===== src/rtl/ad_avg_if.sv =====
// Sample-in / result-out bundle for the ad_avg boxcar averager.
// The master drives samples and consumes results; the slave is the averager.
interface ad_avg_if #(
  parameter int DW = 16
);
  logic [DW-1:0] ad_data;
  logic          ad_vld;
  logic          avg_en;
  logic [DW-1:0] avg_data;
  logic [DW-1:0] avg_min;
  logic [DW-1:0] avg_max;
  logic          avg_vld;
  logic          avg_rdy;
  logic          ovr;
  logic          ovr_clr;

  modport master (
    output ad_data, ad_vld, avg_en, avg_rdy, ovr_clr,
    input  avg_data, avg_min, avg_max, avg_vld, ovr
  );

  modport slave (
    input  ad_data, ad_vld, avg_en, avg_rdy, ovr_clr,
    output avg_data, avg_min, avg_max, avg_vld, ovr
  );
endinterface


===== src/rtl/ad_avg.sv =====
// Decimating boxcar averager: mean/min/max over 2^LOG2_N samples,
// one-deep valid/ready result register with sticky overrun flag.
module ad_avg #(
  parameter int DW     = 16,
  parameter int LOG2_N = 4
) (
  input logic     clk_sys,
  input logic     rst,
  ad_avg_if.slave bus
);
  localparam int AW = DW + LOG2_N;

  typedef enum logic {OUT_EMPTY, OUT_FULL} out_state_t;

  logic [AW-1:0]     acc;
  logic [LOG2_N-1:0] cnt;
  logic [DW-1:0]     run_min;
  logic [DW-1:0]     run_max;

  out_state_t        out_state;
  logic [DW-1:0]     res_data;
  logic [DW-1:0]     res_min;
  logic [DW-1:0]     res_max;
  logic              ovr_q;

  logic              accept;
  logic              last;
  logic [AW-1:0]     sum;
  logic [DW-1:0]     new_min;
  logic [DW-1:0]     new_max;
  logic              out_full;

  assign accept   = bus.avg_en & bus.ad_vld;
  assign last     = accept & (cnt == '1);
  assign sum      = acc + AW'(bus.ad_data);
  assign new_min  = (bus.ad_data < run_min) ? bus.ad_data : run_min;
  assign new_max  = (bus.ad_data > run_max) ? bus.ad_data : run_max;
  assign out_full = (out_state == OUT_FULL);

  // Window state clears on completion so the next sample opens a new window with no gap.
  always_ff @(posedge clk_sys or posedge rst) begin
    if (rst) begin
      acc     <= '0;
      cnt     <= '0;
      run_min <= '1;
      run_max <= '0;
    end else if (!bus.avg_en || last) begin
      acc     <= '0;
      cnt     <= '0;
      run_min <= '1;
      run_max <= '0;
    end else if (bus.ad_vld) begin
      acc     <= sum;
      cnt     <= cnt + LOG2_N'(1);
      run_min <= new_min;
      run_max <= new_max;
    end
  end

  // A completion landing on a full, unaccepted register is dropped and flagged.
  always_ff @(posedge clk_sys or posedge rst) begin
    if (rst) begin
      out_state <= OUT_EMPTY;
      res_data  <= '0;
      res_min   <= '0;
      res_max   <= '0;
      ovr_q     <= 1'b0;
    end else begin
      if (last && (!out_full || bus.avg_rdy)) begin
        out_state <= OUT_FULL;
        res_data  <= sum[AW-1:LOG2_N];
        res_min   <= new_min;
        res_max   <= new_max;
      end else if (out_full && bus.avg_rdy) begin
        out_state <= OUT_EMPTY;
      end

      if (last && out_full && !bus.avg_rdy) begin
        ovr_q <= 1'b1;
      end else if (bus.ovr_clr) begin
        ovr_q <= 1'b0;
      end
    end
  end

  assign bus.avg_vld  = out_full;
  assign bus.avg_data = res_data;
  assign bus.avg_min  = res_min;
  assign bus.avg_max  = res_max;
  assign bus.ovr      = ovr_q;
endmodule


===== src/flat_wrapper.sv =====
// flat-port wrapper written by rule: the top's interface ports become plain ports
module ad_avg_flat 
#(
  parameter int DW     = 16,
  parameter int LOG2_N = 4
)
  (clk_sys, rst, bus_ad_data, bus_ad_vld, bus_avg_en, bus_avg_rdy, bus_ovr_clr, bus_avg_data, bus_avg_min, bus_avg_max, bus_avg_vld, bus_ovr);
  ad_avg_if #(.DW(DW)) bus_i ();
  input logic clk_sys;
  input logic rst;
  input wire logic [$bits(bus_i.ad_data)-1:0] bus_ad_data;
  input wire logic [$bits(bus_i.ad_vld)-1:0] bus_ad_vld;
  input wire logic [$bits(bus_i.avg_en)-1:0] bus_avg_en;
  input wire logic [$bits(bus_i.avg_rdy)-1:0] bus_avg_rdy;
  input wire logic [$bits(bus_i.ovr_clr)-1:0] bus_ovr_clr;
  output wire logic [$bits(bus_i.avg_data)-1:0] bus_avg_data;
  output wire logic [$bits(bus_i.avg_min)-1:0] bus_avg_min;
  output wire logic [$bits(bus_i.avg_max)-1:0] bus_avg_max;
  output wire logic [$bits(bus_i.avg_vld)-1:0] bus_avg_vld;
  output wire logic [$bits(bus_i.ovr)-1:0] bus_ovr;
  assign bus_i.ad_data = bus_ad_data;
  assign bus_i.ad_vld = bus_ad_vld;
  assign bus_i.avg_en = bus_avg_en;
  assign bus_i.avg_rdy = bus_avg_rdy;
  assign bus_i.ovr_clr = bus_ovr_clr;
  assign bus_avg_data = bus_i.avg_data;
  assign bus_avg_min = bus_i.avg_min;
  assign bus_avg_max = bus_i.avg_max;
  assign bus_avg_vld = bus_i.avg_vld;
  assign bus_ovr = bus_i.ovr;
  ad_avg #(.DW(DW), .LOG2_N(LOG2_N)) u_core (.clk_sys(clk_sys), .rst(rst), .bus(bus_i));
endmodule

===== config.mk =====
export PLATFORM = sky130hd
export DESIGN_NAME = ad_avg_flat
export DESIGN_NICKNAME = d
export VERILOG_FILES = /design/src/rtl/ad_avg_if.sv /design/src/rtl/ad_avg.sv /design/src/flat_wrapper.sv
export SDC_FILE = /design/constraint.sdc
export NUM_CORES = 1
export LEC_CHECK = 0
export ABC_AREA = 1
export CORE_MARGIN = 5
export CORE_UTILIZATION = 44
export CTS_CLUSTER_SIZE = 16
export DETAILED_ROUTE_END_ITERATION = 6
export GPL_TIMING_DRIVEN = 0
export PLACE_DENSITY = 0.64
export SYNTH_ARGS = -nofsm -noshare
export SYNTH_HDL_FRONTEND = slang
export SYNTH_SLANG_ARGS = --single-unit

===== constraint.sdc =====
create_clock -name clk_sys -period 4.16 [get_ports clk_sys]
set_clock_uncertainty 0.15 [all_clocks]
set_input_delay 0.416 -clock clk_sys [delete_from_list [all_inputs] [get_ports clk_sys]]
set_output_delay 0.416 -clock clk_sys [all_outputs]
set_load 0.01 [all_outputs]

==> flow_results.org <==
** Outcome
- Outcome :: finished clean

** STA
- Final worst setup slack :: about 1.5 ns
- Fmax :: around 370 MHz
- Crit path time final :: about 2.7 ns
- Hold Violations, Final :: 0
- For the pin with the worst max-slew slack, the measured transition is approximately 0.62 ns.
- Summed over all failing endpoints, the final setup total negative slack is 0 ns.
- Setup violators final :: 0
- Max transition margin :: about three fifths
- Slew Limit Fails :: 0
- Setup repair after global routing left no endpoint under its margin.
- The worst path uses between 60 and 70% of the clock period.

** Clock tree
- The clock tree synthesis step divided the H-tree into 3 levels.
- Post-cts hold buffer count :: 0
- Clock insertion delay at the later pin of the skew report :: approximately 0.36 ns
- Number of buffers on the longest clock path :: 2
- CTS tree :: done
- Clock sinks :: roughly 110
- Clock transition at path regs :: 0.08 ns
- Once the clock tree was built, the setup fixing pass inserted 0 buffers.
- Number of gates resized after cts :: 0
- Master cell of the clock root buffer :: sky130_fd_sc_hd__clkbuf_16
- Number of buffers created by CTS :: 9

** Final layout
- Cells fill 54.22% of the core in the end.
- Number of standard cells in the layout, taps in and fillers out :: approximately 1200
- Final #Nets :: between 1000 and 1500
- Filler Cells Inserted :: 1434
- Ratio of cells with drive above 1 in the final layout :: 8.790%
- Compared with the post-synthesis result, the final layout area differs by 19.98%.
- Diodes inserted :: 0

** Route
- For this run, design rule violations remaining after detail routing come to 0.
- After detailed routing, the number of vias per cell comes to 4.982.
- The routed layout has about 5700 vias.
- Wire length per cell after detailed routing :: 14.87 microns
- Before antenna repair, the detailed router went through 5 iterations.
- For this block, the initial DRC count from the detailed router was 371.
- Total Wirelength :: approximately 17000 microns
- Routed Antenna Nets :: 0

** Floorplanning
- Chip Height :: around 130 microns
- Pin placement for this block handled 72 I/O pins.
- Standard cell core area :: between 0.01 and 0.015 sq mm
- Width of the die :: ~130 microns
- Initial Util :: 45.19%
- Area of the die :: about 0.018 sq mm
- The floorplan has between 40 and 50 rows.

** Synthesis
- Counting flops with an async set or reset pin after synthesis yields a share of 100.0%.
- Register bit total from synthesis :: roughly 110
- Yosys mapped the design onto 40 distinct sky130hd cell types.
- Yosys printed 0 warnings.
- By area the synthesized netlist is led by sky130_fd_sc_hd__dfrtp_1, sky130_fd_sc_hd__nand2_1, sky130_fd_sc_hd__ha_1.
- For this run, the leading register cell type out of synthesis is sky130_fd_sc_hd__dfrtp_1.
- Of the synthesized area, sequential elements account for roughly two fifths.
- Among all cell types in the netlist, the one instantiated most often is sky130_fd_sc_hd__nand2_1.
- Synthesized Nets :: 950
- The synthesized design contains 0 enable-type register cells.
- Synth Instances :: between 800 and 900
- The commonest cells after synthesis are sky130_fd_sc_hd__nand2_1, sky130_fd_sc_hd__nand3_1, sky130_fd_sc_hd__inv_1.
- The synthesized design devotes to its leading area cell type between 30 and 40% of total area.
- Cell type with the highest aggregate area in the netlist :: sky130_fd_sc_hd__dfrtp_1
- A synthesized cell averages 7.529 sq um.
- Post-synthesis instance area :: ~0.0066 sq mm

** GRT
- Wire length of the first global-routing pass :: roughly 28000 microns
- Entering global routing, the biggest net connects between 60 and 70 pins.
- Gr ovfl total :: 0
- Antenna violations before repair :: 0
- Global routing consumed, over all layers together, about a fifth of the routing resources.
- The via count of the first global-routing pass came to around 5600.

** Critical path
- For flop-to-flop paths, the worst setup slack is between 1.5 and 2 ns.
- Start-to-end type of the worst setup path :: primary input to flop
- Critical Path RT :: roughly 4.3 ns
- The worst setup path is launched from a primary input.
- Along the worst path, the maximum fanout reaches 5.
- STA classifies the critical path endpoint as a flop.
- Arrival time at the worst endpoint :: around 2.8 ns

** Power and ir drop
- Power per standard cell area :: about 350 mW/mm^2
- After layout, the design draws a total of 2786 uW.
- Across the VDD grid, the largest voltage drop is about 0.22 mV.
- The analysis attributes to cell leakage a power of roughly 0.0043 uW.

** Place
- Place WS :: 1.121 ns
- Port buffering added 71 buffers.
- Routability cong. :: 0.9151
- Detailed placement HPWL :: between 10000 and 15000 microns
- Number of placed instances, taps included :: 1135

** Job
- Max-cap violation count :: 0

** Worst hold path
- Hold Path Class :: primary input to async pin
## where the power goes
group / internal, uW / total [uW] / leakage, uW / switching, uW
registers: 1100 / 1130 / 0.00140 / 36.3
clock network: 607 / 1010 / 0.000173 / 399
logic: 227 / 647 / 0.00276 / 420
total: 1930 / 2790 / 0.00434 / 855
## sequential cells by signal, indices dropped and copies added, names as in the netlist
name and cells:
u_core.bus.avg_min 16, u_core.run_max 16, u_core.bus.avg_data 16, u_core.cnt 4, u_core.bus.ovr 1, u_core.run_min 16, u_core.bus.avg_max 16, u_core.acc 20
u_core.bus.avg_vld 1
## through the flow
stage                     instance area (sq um)  hold slack, ns
final                                      7940          0.3168
after global routing                       7940          0.3444
after CTS                                  7940          0.3334
after detailed placement                   7589          0.3137
after global placement                     7559          0.3112
after floorplan                            6618          0.2991
## worst max-delay path: stages
cell	delay, ns
sky130_fd_sc_hd__clkdlybuf4s50_1	0.67
sky130_fd_sc_hd__inv_1	0.20
sky130_fd_sc_hd__fa_1	0.50
sky130_fd_sc_hd__inv_1	0.11
sky130_fd_sc_hd__nand3_1	0.07
sky130_fd_sc_hd__nand2_1	0.13
sky130_fd_sc_hd__nand2_1	0.06
sky130_fd_sc_hd__nand2_1	0.15
sky130_fd_sc_hd__a21oi_1	0.11
sky130_fd_sc_hd__or2_1	0.23
sky130_fd_sc_hd__nand3_1	0.07
sky130_fd_sc_hd__nand2_1	0.05
## path summary, 6_finish.rpt
check | startpoint | end | depth (start not counted)
min | rst | u_core.run_max[2] | 2
max reg2reg | u_core.acc[0] | u_core.bus.avg_data[8] | 12
max in group asynchronous | rst | u_core.run_min[8] | 3
min reg2reg | u_core.bus.avg_max[10] | u_core.bus.avg_max[10] | 2
max | bus_ad_data[1] | u_core.bus.avg_data[8] | 12
min in group clk_sys | u_core.bus.avg_max[10] | u_core.bus.avg_max[10] | 2
## cells in the final DEF, fill, tap and decap left out, drive strengths merged, types with 2 or more instances in the layout
cell type        n
clkdlybuf4s50   71
buf             16
nand3          117
o21ai           27
nand4            9
dfstp           16
dfrtp           90
bufinv           3
a22o             2
clkbuf          19
nor3             7
xnor2            3
or2              5
o22ai            2
inv            110
o21a             2
nand2          344
nand3b           3
a21oi           35
nor2            28
ha              48
clkinv           2
xor2             5
## cell type report
class,instances,area (sq um),area share (%)
timing repair buffer,72,738.2,9.297
tap,184,230.2,2.899
sequential,106,2673,33.66
buffer,24,157.7,1.985
inverter,109,414.1,5.216
multi-input combinational,640,3376,42.51
clock buffer,10,239.0,3.010
clock inverter,6,112.6,1.418
## metal layers
| metal | track usage (%) | vias to the layer above | routed length (microns) |
|---|---|---|---|
| met5 | 0 | - | 0 |
| met2 | 33.72 | 100 | 8167 |
| met3 | 3.265 | 22 | 553 |
| li1 | - | 2969 | - |
| met4 | 6.293 | 0 | 325 |
| met1 | 26.48 | 2643 | 8073 |
## cells by family (layout without fill, tap and decap cells)
logic type	after synthesis	in the layout	synth area share, %
xor gates and xnor gates	8	8	1.059
DFF	106	106	40.39
muxes	1	1	0.1513
adders and majority gates	49	49	9.378
AOI/OAI and AO/OA	69	69	5.597
and+or+nand+nor	513	513	34.83
buffers and inverters	133	221	8.603
(Power assumes the default switching activity.)
